==> config.mk <==
export PLATFORM = sky130hd
export DESIGN_NAME = xram_port_scheduler
export DESIGN_NICKNAME = d
export VERILOG_FILES = /design/src/rtl/xram_port_scheduler.sv
export SDC_FILE = /design/constraint.sdc
export NUM_CORES = 1
export LEC_CHECK = 0
export CAP_MARGIN = 20
export CORE_MARGIN = 2
export CORE_UTILIZATION = 44
export DETAILED_ROUTE_END_ITERATION = 8
export PLACE_DENSITY_LB_ADDON = 0.25
export SLEW_MARGIN = 25
export SYNTH_ARGS = -nofsm -noshare
export SYNTH_HDL_FRONTEND = slang
export SYNTH_SLANG_ARGS = --single-unit
==> constraint.sdc <==
create_clock -name clock -period 4.9 [get_ports clock]
set_input_delay 0.49 -clock clock [delete_from_list [all_inputs] [get_ports clock]]
set_output_delay 0.49 -clock clock [all_outputs]
set_load 0.005 [all_outputs]
==> src/rtl/xram_port_scheduler.sv <==
// Two-port request scheduler for a true dual-port RAM: serializes same-address
// write collisions, registers the RAM port signals and tags read returns.
module xram_port_scheduler #(
    parameter int unsigned ADDRESS_WIDTH = 10,
    parameter int unsigned DATA_WIDTH    = 32,
    parameter int unsigned READ_LATENCY  = 1,
    parameter int unsigned COUNT_WIDTH   = 16
) (
    input  logic                     clock,
    input  logic                     reset_n,
    input  logic                     req_valid_a,
    input  logic                     req_valid_b,
    output logic                     req_ready_a,
    output logic                     req_ready_b,
    input  logic                     req_write_a,
    input  logic                     req_write_b,
    input  logic [ADDRESS_WIDTH-1:0] req_address_a,
    input  logic [ADDRESS_WIDTH-1:0] req_address_b,
    input  logic [DATA_WIDTH-1:0]    req_data_a,
    input  logic [DATA_WIDTH-1:0]    req_data_b,
    output logic [ADDRESS_WIDTH-1:0] address_a,
    output logic [ADDRESS_WIDTH-1:0] address_b,
    output logic [DATA_WIDTH-1:0]    data_a,
    output logic [DATA_WIDTH-1:0]    data_b,
    output logic                     write_enable_a,
    output logic                     write_enable_b,
    output logic                     read_enable_a,
    output logic                     read_enable_b,
    input  logic [DATA_WIDTH-1:0]    q_a,
    input  logic [DATA_WIDTH-1:0]    q_b,
    output logic [DATA_WIDTH-1:0]    rdata_a,
    output logic [DATA_WIDTH-1:0]    rdata_b,
    output logic                     rvalid_a,
    output logic                     rvalid_b,
    output logic [COUNT_WIDTH-1:0]   collision_count
);

    typedef enum logic {
        PRIO_A = 1'b0,
        PRIO_B = 1'b1
    } prio_e;

    prio_e                    prio_q, prio_d;
    logic                     collision;
    logic                     accept_a, accept_b;

    logic [ADDRESS_WIDTH-1:0] address_a_q, address_a_d, address_b_q, address_b_d;
    logic [DATA_WIDTH-1:0]    data_a_q, data_a_d, data_b_q, data_b_d;
    logic                     we_a_q, we_a_d, we_b_q, we_b_d;
    logic                     re_a_q, re_a_d, re_b_q, re_b_d;
    logic [READ_LATENCY-1:0]  pipe_a_q, pipe_a_d, pipe_b_q, pipe_b_d;
    logic [READ_LATENCY:0]    chain_a, chain_b;
    logic [DATA_WIDTH-1:0]    hold_a_q, hold_a_d, hold_b_q, hold_b_d;
    logic [COUNT_WIDTH-1:0]   count_q, count_d;

    always_comb begin
        collision   = req_valid_a & req_valid_b & (req_address_a == req_address_b)
                      & (req_write_a | req_write_b);
        req_ready_a = ~collision | (prio_q == PRIO_A);
        req_ready_b = ~collision | (prio_q == PRIO_B);
        accept_a    = req_valid_a & req_ready_a;
        accept_b    = req_valid_b & req_ready_b;

        // The loser of a collision owns priority for the next collision.
        prio_d = prio_q;
        if (collision) begin
            prio_d = (prio_q == PRIO_A) ? PRIO_B : PRIO_A;
        end

        address_a_d = accept_a ? req_address_a : address_a_q;
        data_a_d    = accept_a ? req_data_a    : data_a_q;
        we_a_d      = accept_a &  req_write_a;
        re_a_d      = accept_a & ~req_write_a;
        address_b_d = accept_b ? req_address_b : address_b_q;
        data_b_d    = accept_b ? req_data_b    : data_b_q;
        we_b_d      = accept_b &  req_write_b;
        re_b_d      = accept_b & ~req_write_b;

        // Concatenate so the shift works for any depth, including 1.
        chain_a  = {pipe_a_q, re_a_q};
        chain_b  = {pipe_b_q, re_b_q};
        pipe_a_d = chain_a[READ_LATENCY-1:0];
        pipe_b_d = chain_b[READ_LATENCY-1:0];

        hold_a_d = rvalid_a ? q_a : hold_a_q;
        hold_b_d = rvalid_b ? q_b : hold_b_q;

        count_d = count_q;
        if (collision && (count_q != '1)) begin
            count_d = count_q + 1'b1;
        end
    end

    always_ff @(posedge clock or negedge reset_n) begin
        if (!reset_n) begin
            prio_q      <= PRIO_A;
            address_a_q <= '0;
            address_b_q <= '0;
            data_a_q    <= '0;
            data_b_q    <= '0;
            we_a_q      <= 1'b0;
            we_b_q      <= 1'b0;
            re_a_q      <= 1'b0;
            re_b_q      <= 1'b0;
            pipe_a_q    <= '0;
            pipe_b_q    <= '0;
            hold_a_q    <= '0;
            hold_b_q    <= '0;
            count_q     <= '0;
        end else begin
            prio_q      <= prio_d;
            address_a_q <= address_a_d;
            address_b_q <= address_b_d;
            data_a_q    <= data_a_d;
            data_b_q    <= data_b_d;
            we_a_q      <= we_a_d;
            we_b_q      <= we_b_d;
            re_a_q      <= re_a_d;
            re_b_q      <= re_b_d;
            pipe_a_q    <= pipe_a_d;
            pipe_b_q    <= pipe_b_d;
            hold_a_q    <= hold_a_d;
            hold_b_q    <= hold_b_d;
            count_q     <= count_d;
        end
    end

    assign address_a       = address_a_q;
    assign address_b       = address_b_q;
    assign data_a          = data_a_q;
    assign data_b          = data_b_q;
    assign write_enable_a  = we_a_q;
    assign write_enable_b  = we_b_q;
    assign read_enable_a   = re_a_q;
    assign read_enable_b   = re_b_q;
    assign rvalid_a        = pipe_a_q[READ_LATENCY-1];
    assign rvalid_b        = pipe_b_q[READ_LATENCY-1];
    // RAM output passes straight through while valid; otherwise the last return is held.
    assign rdata_a         = rvalid_a ? q_a : hold_a_q;
    assign rdata_b         = rvalid_b ? q_b : hold_b_q;
    assign collision_count = count_q;

endmodule

## Word-level counts from Yosys, hierarchy flattened

Cells that the tools add are included.

- $add $sub $neg: 1
- Equal/unequal tests: 2
- Mux-type cells: 3
- Bitwise gates (word level): 16
- Reduce and logical (&&, ||, !) cells: 1

Operator list:

| kind | number |
|---|---|
| $mux W32 | 2 |
| $add A16 B1 Y16 const B | 1 |
| $ne A16 B16 Y1 const B | 1 |
| $eq A10 B10 Y1 | 1 |
| $and A1 B1 Y1 | 9 |
| $not A1 Y1 | 4 |
| $or A1 B1 Y1 | 3 |
| $logic_and A1 B1 Y1 | 1 |
| $mux W1 | 1 |

- Register bits: 171
- Input bits: 154
- Output and inout port bits: 172
- Logic and storage cells: 37

## Longest topological paths before layout

- Depth after elaboration: 7
- Gate-level depth with buffers: 7

## Worst setup path before layout

No wires, ideal clock.

- Path type: in2reg
- Start point: input port req_address_b[1]
- End point: register data_a_q[25], in the netlist data_a[25]
- Arrival time: 1.924 ns
- Path slack: 2.851 ns
- Stages on the path: 7
- Path buffers: 2
- Path through: xor2_1 > nor4_1 > nand4bb_1 > buf_2 > o21ai_4 > buf_6 > mux2_2

- Longest elaborated chain between the ends: 6

RTL lines:

| what | line | text |
|---|---|---|
| start, declared | 18 | `input logic [ADDRESS_WIDTH-1:0] req_address_b,` |
| $eq A10 B10 Y1 | 57 | `collision = req_valid_a & req_valid_b & (req_address_a == req_address_b)` |
| $and A1 B1 Y1 | 57 |  |
| $and A1 B1 Y1 | 58 | `& (req_write_a \| req_write_b);` |
| $not A1 Y1 | 59 | `req_ready_a = ~collision \| (prio_q == PRIO_A);` |
| $or A1 B1 Y1 | 59 |  |
| $and A1 B1 Y1 | 61 | `accept_a = req_valid_a & req_ready_a;` |
| end signal, assigned | 114 | `data_a_q <= data_a_d;` |
| end, declared | 48 | `logic [DATA_WIDTH-1:0] data_a_q, data_a_d, data_b_q, data_b_d;` |

Every way passes these cells.
A chain may end at the register's enable or synchronous reset.

## Worst setup path after layout

- Start point: input port req_valid_a
- End point: register data_a_q[28], in the netlist data_a[28]

- Longest elaborated chain between the ends: 6

RTL lines:

| what | line | text |
|---|---|---|
| start, declared | 11 | `input logic req_valid_a,` |
| $and A1 B1 Y1 (2 in a row) | 57 |  |
| $and A1 B1 Y1 | 58 |  |
| $not A1 Y1 | 59 |  |
| $or A1 B1 Y1 | 59 |  |
| $and A1 B1 Y1 * | 61 |  |

Every way passes the cells marked *; elsewhere a longest branch is shown, timed or not.

==> tab_implementation.tex <==
\begin{tabular}{lr}
\hline
Metric & Value \\
\hline
\multicolumn{2}{l}{\textbf{STA}} \\
\quad Crit path setup slack, layout & 1810 ps \\
\quad Clk\_skew & about 12 ps \\
\quad Min cycle time layout & 3090 ps \\
\quad Number of max-slew violations in the final report & 0 \\
\quad Final setup violation count & 0 \\
\quad Number of endpoints with negative hold slack in the final report & 0 \\
\quad Highest attainable clock frequency & about 320 MHz \\
\quad Share of the clock period used by the worst path & a little over three fifths \\
\quad RSZ-0062 raised after global routing & no \\
\quad Total negative slack & 0 ps \\
\quad Worst-margin pin slew & around 1000 ps \\
\quad Relative slew margins & 33.5\% \\
\multicolumn{2}{l}{\textbf{Global route}} \\
\quad Remaining global-route overflow & 0 \\
\quad Pin count of the biggest net entering global routing & between 70 and 80 \\
\quad GR Util All Layers & 23.1\% \\
\quad Number of global-route vias before repair & about 5100 \\
\quad Antenna violations before repair & 0 \\
\quad Global-route wire length before repair & 28200 um \\
\multicolumn{2}{l}{\textbf{Yosys}} \\
\quad Number of standard cells after synthesis & 420 \\
\quad Share of the yosys chip area belonging to registers & around 64\% \\
\quad Warnings from Yosys & 0 \\
\quad Dominant register cell in the synthesized netlist & dfrtp\_1 \\
\quad Leading area contributor after synthesis & dfrtp\_1 \\
\quad Library cell with the highest instance count after synthesis & dfrtp\_1 \\
\quad Number of enable-type register cells in the synthesized netlist & 0 \\
\quad Post-Synthesis Cell Area & roughly 0.0067 mm\^{}2 \\
\quad Number of distinct library cells after synthesis & 25 \\
\quad Register bit total from synthesis & 171 \\
\quad Post-synthesis area per instance & 15.9 um\^{}2 \\
\quad Synth top area cells & dfrtp\_1 64\%, mux2\_2 24\%, xor2\_1 3.0\% \\
\quad Post-synthesis net count & between 500 and 600 \\
\quad Synth top cells by count & 171 x dfrtp\_1, 141 x mux2\_2, 23 x xor2\_1 \\
\quad Area share of the leading cell type in the synthesized netlist & 64.2\% \\
\quad Share of async-settable or async-resettable flops after synthesis & 100\% \\
\multicolumn{2}{l}{\textbf{Die}} \\
\quad Total Die Area & roughly 0.016 mm\^{}2 \\
\quad Total number of placement rows & 44 \\
\quad Chip Height & about 130 um \\
\quad Initial core utilization & $\sim$46\% \\
\quad Standard cell core area & 0.0146 mm\^{}2 \\
\quad \# IOs & roughly 330 \\
\quad Floorplan die width & between 100 and 150 um \\
\multicolumn{2}{l}{\textbf{Clocking}} \\
\quad CTS sink count & 171 \\
\quad CTS tree & done \\
\quad Clk pin slew, worst setup/hold paths & 70 ps \\
\quad Number of H-tree levels & 4 \\
\quad TritonCTS Buffers & 17 \\
\quad Root Buffer & clkbuf\_16 \\
\quad Count of instances resized after the clock tree is built & 0 \\
\quad Clock insertion delay at the later pin of the skew report & between 400 and 500 ps \\
\quad Max clock buf depth & 2 \\
\multicolumn{2}{l}{\textbf{Placed design}} \\
\quad Post-DP HPWL & about 14000 um \\
\quad Worst slack after detailed placement & $\sim$1400 ps \\
\quad Final GP Congestion & roughly 0.8 \\
\quad IO buf count & approximately 330 \\
\quad Total cell area at the placement stage & roughly 0.010 mm\^{}2 \\
\multicolumn{2}{l}{\textbf{Pwr}} \\
\quad Final Total Pwr & 3680 uW \\
\quad Pwr Density & between 300 and 400 mW/mm\^{}2 \\
\quad Leak Pwr & 0.00446 uW \\
\quad Max VDD drop & between 0.2 and 0.25 mV \\
\multicolumn{2}{l}{\textbf{Critical path}} \\
\quad Path type of the worst setup path & in -> reg \\
\quad Max FO, Critical Path & 30 \\
\quad Element type at the critical path end & register \\
\quad CP cell instances & clkdlybuf4s50\_1 -> o211ai\_1 -> nor4\_1 -> nand4bb\_1 -> buf\_4 -> o21ai\_4 -> buf\_4 -> mux2\_2 \\
\quad Startpoint kind of the worst setup timing path & primary input \\
\quad Data arrival time of the worst path & around 3400 ps \\
\quad Cell seen most often among critical-path stages & buf\_4 \\
\quad Required arrival time at the worst endpoint & approximately 5200 ps \\
\quad Slowest library cell on the worst path & o21ai\_4 \\
\quad Worst stage delay on the critical path & between 700 and 800 ps \\
\multicolumn{2}{l}{\textbf{Run status}} \\
\quad Run status & finished clean \\
\multicolumn{2}{l}{\textbf{Hold path}} \\
\quad Class of the worst hold path & reg -> reg \\
\multicolumn{2}{l}{\textbf{Job}} \\
\quad Number of maximum-capacitance violations & 0 \\
\multicolumn{2}{l}{\textbf{Finish}} \\
\quad Combined area of the multi-input logic cells & $\sim$0.0022 mm\^{}2 \\
\quad Number of inserted filler cells in the final layout & between 900 and 1000 \\
\quad Non-Filler Cell Area, Final & 0.0107 mm\^{}2 \\
\quad FF+latch area & roughly 0.0043 mm\^{}2 \\
\quad Synthesis-to-layout area growth & 59.9\% \\
\quad Fraction of final layout cells with drive strength greater than 1 & around a quarter \\
\quad Layout Utilization & between 70\% and 80\% \\
\quad Final net count & a little over 900 \\
\multicolumn{2}{l}{\textbf{Detailed routing}} \\
\quad Average vias per placed instance & 5.05 \\
\quad Initial DRC count & around 190 \\
\quad Detailed-route via count & about 4800 \\
\quad Post-route ant nets & 0 \\
\quad Residual DRC & 0 \\
\quad Average wire per standard cell & around 20 um \\
\quad Final wirelength & roughly 19000 um \\
\quad Pre-Repair DR Iteration Count & 5 \\
\hline
\end{tabular}
-- stage by stage --
| step | cells | hold WS (ps) |
|---|---|---|
| final | 949 | 379 |
| after global routing | 948 | 401 |
| after CTS | 948 | 387 |
| after detailed placement | 915 | 373 |
| after global placement | 915 | 360 |
| after floorplan | 420 | 194 |
-- flip-flops by register name, summed over array words and instances, names as in the netlist --
register	cells
data_a	32
read_enable_a	1
prio_q	1
hold_a_q	32
address_b	10
read_enable_b	1
hold_b_q	32
write_enable_a	1
write_enable_b	1
rvalid_b	1
data_b	32
address_a	10
collision_count	16
rvalid_a	1
-- power breakdown --
part	total (uW)	switching [uW]	internal, uW
sequential	1630	67.5	1560
combinational	717	228	489
clock	1340	577	759
total	3680	873	2810
-- cell families after synthesis --
family / after synthesis / share of synthesized area [%]
simple gates: 49 / 4.24
xor+xnor: 27 / 3.55
compound gates: 3 / 0.601
mux: 149 / 25.2
fa+ha+maj: 1 / 0.188
flops: 171 / 64.2
buf+inv: 20 / 2.06
-- worst paths after layout --
path	start	to	slack (ps)	cells after the start
worst max-delay path	req_valid_a	data_a[28]$_DFFE_PN0P_	1810	8
worst min-delay path	read_enable_b$_DFF_PN0_	rvalid_b$_DFF_PN0_	380	0
worst max register to register	prio_q$_DFFE_PN0N_	data_a[28]$_DFFE_PN0P_	2640	4
worst min register to register	read_enable_b$_DFF_PN0_	rvalid_b$_DFF_PN0_	380	0
max in group asynchronous	reset_n	rvalid_a$_DFF_PN0_	3080	3
min in group asynchronous	reset_n	data_a[25]$_DFFE_PN0P_	530	2
-- metal layers --
layer | track usage, % | routed length, um | up-vias | part of all wire [%]
met3 | 6.70 | 1250 | 32 | 6.7
met5 | 0 | 0 | - | 0
li1 | - | - | 2149 | -
met2 | 41.7 | 10100 | 203 | 54
met4 | 8.86 | 453 | 0 | 2.4
met1 | 25.7 | 6810 | 2404 | 37
-- area by class of cell --
class,instances,area share [%]
clock buffer,17,3.99
timing repair buffer,331,31.0
tap,184,2.16
clock inverter,15,1.54
inverter,1,0.0352
multi-input combinational,229,21.1
sequential,171,40.2
antenna,1,0.0235
-- repair_timing --
action	CTS	global route
endpoints found under the hold margin	37	0
setup buffers	0	0
hold buffers	1	0
-- critical path, delay by kind of cell --
kind | cells | cell delay (ps)
buffers and inverters | 3 | 1140
AO/OA/AOI/OAI | 2 | 920
multiplexers | 1 | 370
AND/OR/NAND/NOR | 2 | 450
-- cells in the final DEF, fill, tap and decap left out, types with 2 or more instances in the layout --
master / count
clkdlybuf4s50_1: 324
o21ai_4: 2
nor4b_1: 2
nand3_1: 8
bufinv_16: 2
inv_6: 5
nand2_1: 3
and3_1: 6
nor2_1: 6
buf_4: 5
clkinvlp_4: 5
clkbuf_16: 17
xor2_1: 23
dfrtp_1: 169
clkinv_4: 2
mux2_1: 8
nor4_1: 4
nor3b_1: 3
nand4_1: 5
nor3_1: 8
dfrtp_2: 2
xnor2_1: 4
mux2_2: 141
and4_1: 2
No activity file was read; power rests on OpenSTA's default activity.
==> RTL change: new RTL, same settings <==
Change the parameter `READ_LATENCY` from 1 to 2.
--- a/src/rtl/xram_port_scheduler.sv
+++ b/src/rtl/xram_port_scheduler.sv
@@ -4,5 +4,5 @@
     parameter int unsigned ADDRESS_WIDTH = 10,
     parameter int unsigned DATA_WIDTH    = 32,
-    parameter int unsigned READ_LATENCY  = 1,
+    parameter int unsigned READ_LATENCY  = 2,
     parameter int unsigned COUNT_WIDTH   = 16
 ) (
Behaviour: not the same (Yosys sat finds a counterexample within 4 cycles, from zero or initial values and one cycle with reset_n low).
==> RTL change against the unedited design <==
  * Clock power is 3% lower
  * Die area is 0.72% higher
  * Fmax is 2.4% higher
  * Synthesized area is 0.75% higher
  * Worst setup slack better by 0.072 ns
  * Final area is 0.40% higher
  * First-iteration DRC count is 1.1% lower
  * Power is 0.55% lower
  * Wire length is 3.3% lower
  * Via count is 2.2% lower
  * Sequential cell count is 2 higher
  * Clock skew is 0.0057 ns lower
==> RTL change: results <==
metrics = {
    "status": {
        "status": "finished clean",
    },
    "route": {
        "routedWlPerCell_um": 18.9,
        "vias_per_cell": 4.91,
        "drtIter0Drc": 183,
        "via_count": 4684,
        "drtPass1Iterations": 4,
    },
    "cts": {
        "cts_buffers": 17,
        "cts_resized": 0,
        "h-tree-depth": 4,
    },
    "min_path": {
        "min_path_type": "in -> async",
    },
    "global_routing": {
        "grt_pass1_vias": 5040,
        "grt_util_all_layers_pct": 22.4,
        "grtUsageMet2_pct": 39.2,
        "grtUsageMet1_pct": 26.2,
        "grt_max_degree": 92,
        "use_met3_pct": 5.70,
        "grt_pass1_wl_mm": 27.7,
    },
    "setup_path": {
        "cp_max_fo": 26,
        "max_stage_delay_ns": 0.68,
        "cp.arrival_ns": 3.32,
    },
    "placed_design": {
        "place_area_um2": 10100,
        "placed_cells": 922,
        "dp_hpwl_mm": 13.6,
        "port_buffers": 325,
        "post-place-ws_ns": 1.45,
        "place_congestion": 0.823,
    },
    "synth": {
        "synth_xor_area_share_pct": 3.52,
        "synth_compound_area_share_pct": 0.596,
        "yosysMostFrequentCell": "dfrtp_1",
        "synthTopCellsByCount": "dfrtp_1, mux2_2, xor2_1",
        "synthMuxAreaShare_pct": 25.0,
        "syn_avg_cell_area_um2": 15.9,
        "synthTopCellsByArea": "dfrtp_1, mux2_2, xor2_1",
        "synth-seq-area-share_pct": 64.5,
        "synthAdderAreaFrac_pct": 0.186,
        "synth_cell_types": 25,
        "syn_nets": 577,
    },
    "final_layout": {
        "n_antenna_cell": 0,
        "drive_gt1_share_pct": 23.8,
        "nFillCells": 1023,
        "num-nets-final": 908,
        "final_util_pct": 71.2,
    },
    "sta": {
        "tightest_slew_ns": 0.842,
        "skew_ns": 0.00611,
    },
    "pwr": {
        "ir_drop_mv": 0.224,
        "cellLeakagePower_nw": 4.49,
    },
}
==> RTL change: changes by cell type after synthesis, sizes merged <==
cell and change:
dfrtp +2
==> RTL change: worst paths after layout <==
check                                   start                 end  slack (ns)  cells past startpoint
max in group asynchronous             reset_n        hold_a_q[14]        3.66                      2
max                               req_valid_a           data_a[5]        1.89                      8
min reg2reg                       pipe_b_q[0]         pipe_b_q[1]        0.35                      0
min in group clock                pipe_b_q[0]         pipe_b_q[1]        0.35                      0
max reg2reg                collision_count[0]  collision_count[1]        2.69                      6
min                                   reset_n          data_a[23]        0.13                      1
==> RTL change: metal layers <==
| metal | wire length, um | up-vias | part of all wire, % |
|---|---|---|---|
| met5 | 0 | - | 0 |
| met4 | 449 | 0 | 2.5 |
| met3 | 1020 | 26 | 5.7 |
| met2 | 9450 | 178 | 52 |
| met1 | 7090 | 2331 | 39 |
| li1 | - | 2149 | - |
==> RTL change: cell type report <==
type / count / share of cell area [%]
multi-input cells: 229 / 21.0
flip-flops and latches: 173 / 40.5
clock inverters: 9 / 0.795
repair buffers: 331 / 30.8
clock buffers: 23 / 4.65
well taps: 188 / 2.20
inverters: 1 / 0.0351
==> RTL change: cell families (layout without fill, tap and decap cells) <==
| family | after synthesis | after routing |
|---|---|---|
| muxes | 149 | 149 |
| DFF | 173 | 173 |
| adders and majority gates | 1 | 1 |
| buffers and inverters | 20 | 364 |
| AOI/OAI and AO/OA | 3 | 3 |
| xor gates and xnor gates | 27 | 27 |
| and+or+nand+nor | 49 | 49 |
==> RTL change: worst register-to-register path, stage by stage (launching register included) <==
cell     delay [ns]
dfrtp_1        0.40
ha_1           0.23
and3_1         0.19
nand4_1        0.12
nor2_1         0.66
nor2_1         0.18
mux2_2         0.31
==> RTL change: power breakdown <==
group / internal [mW] / total, mW / switching (mW)
registers: 1.58 / 1.64 / 0.0615
clock network: 0.766 / 1.30 / 0.534
logic: 0.488 / 0.721 / 0.232
total: 2.83 / 3.66 / 0.828
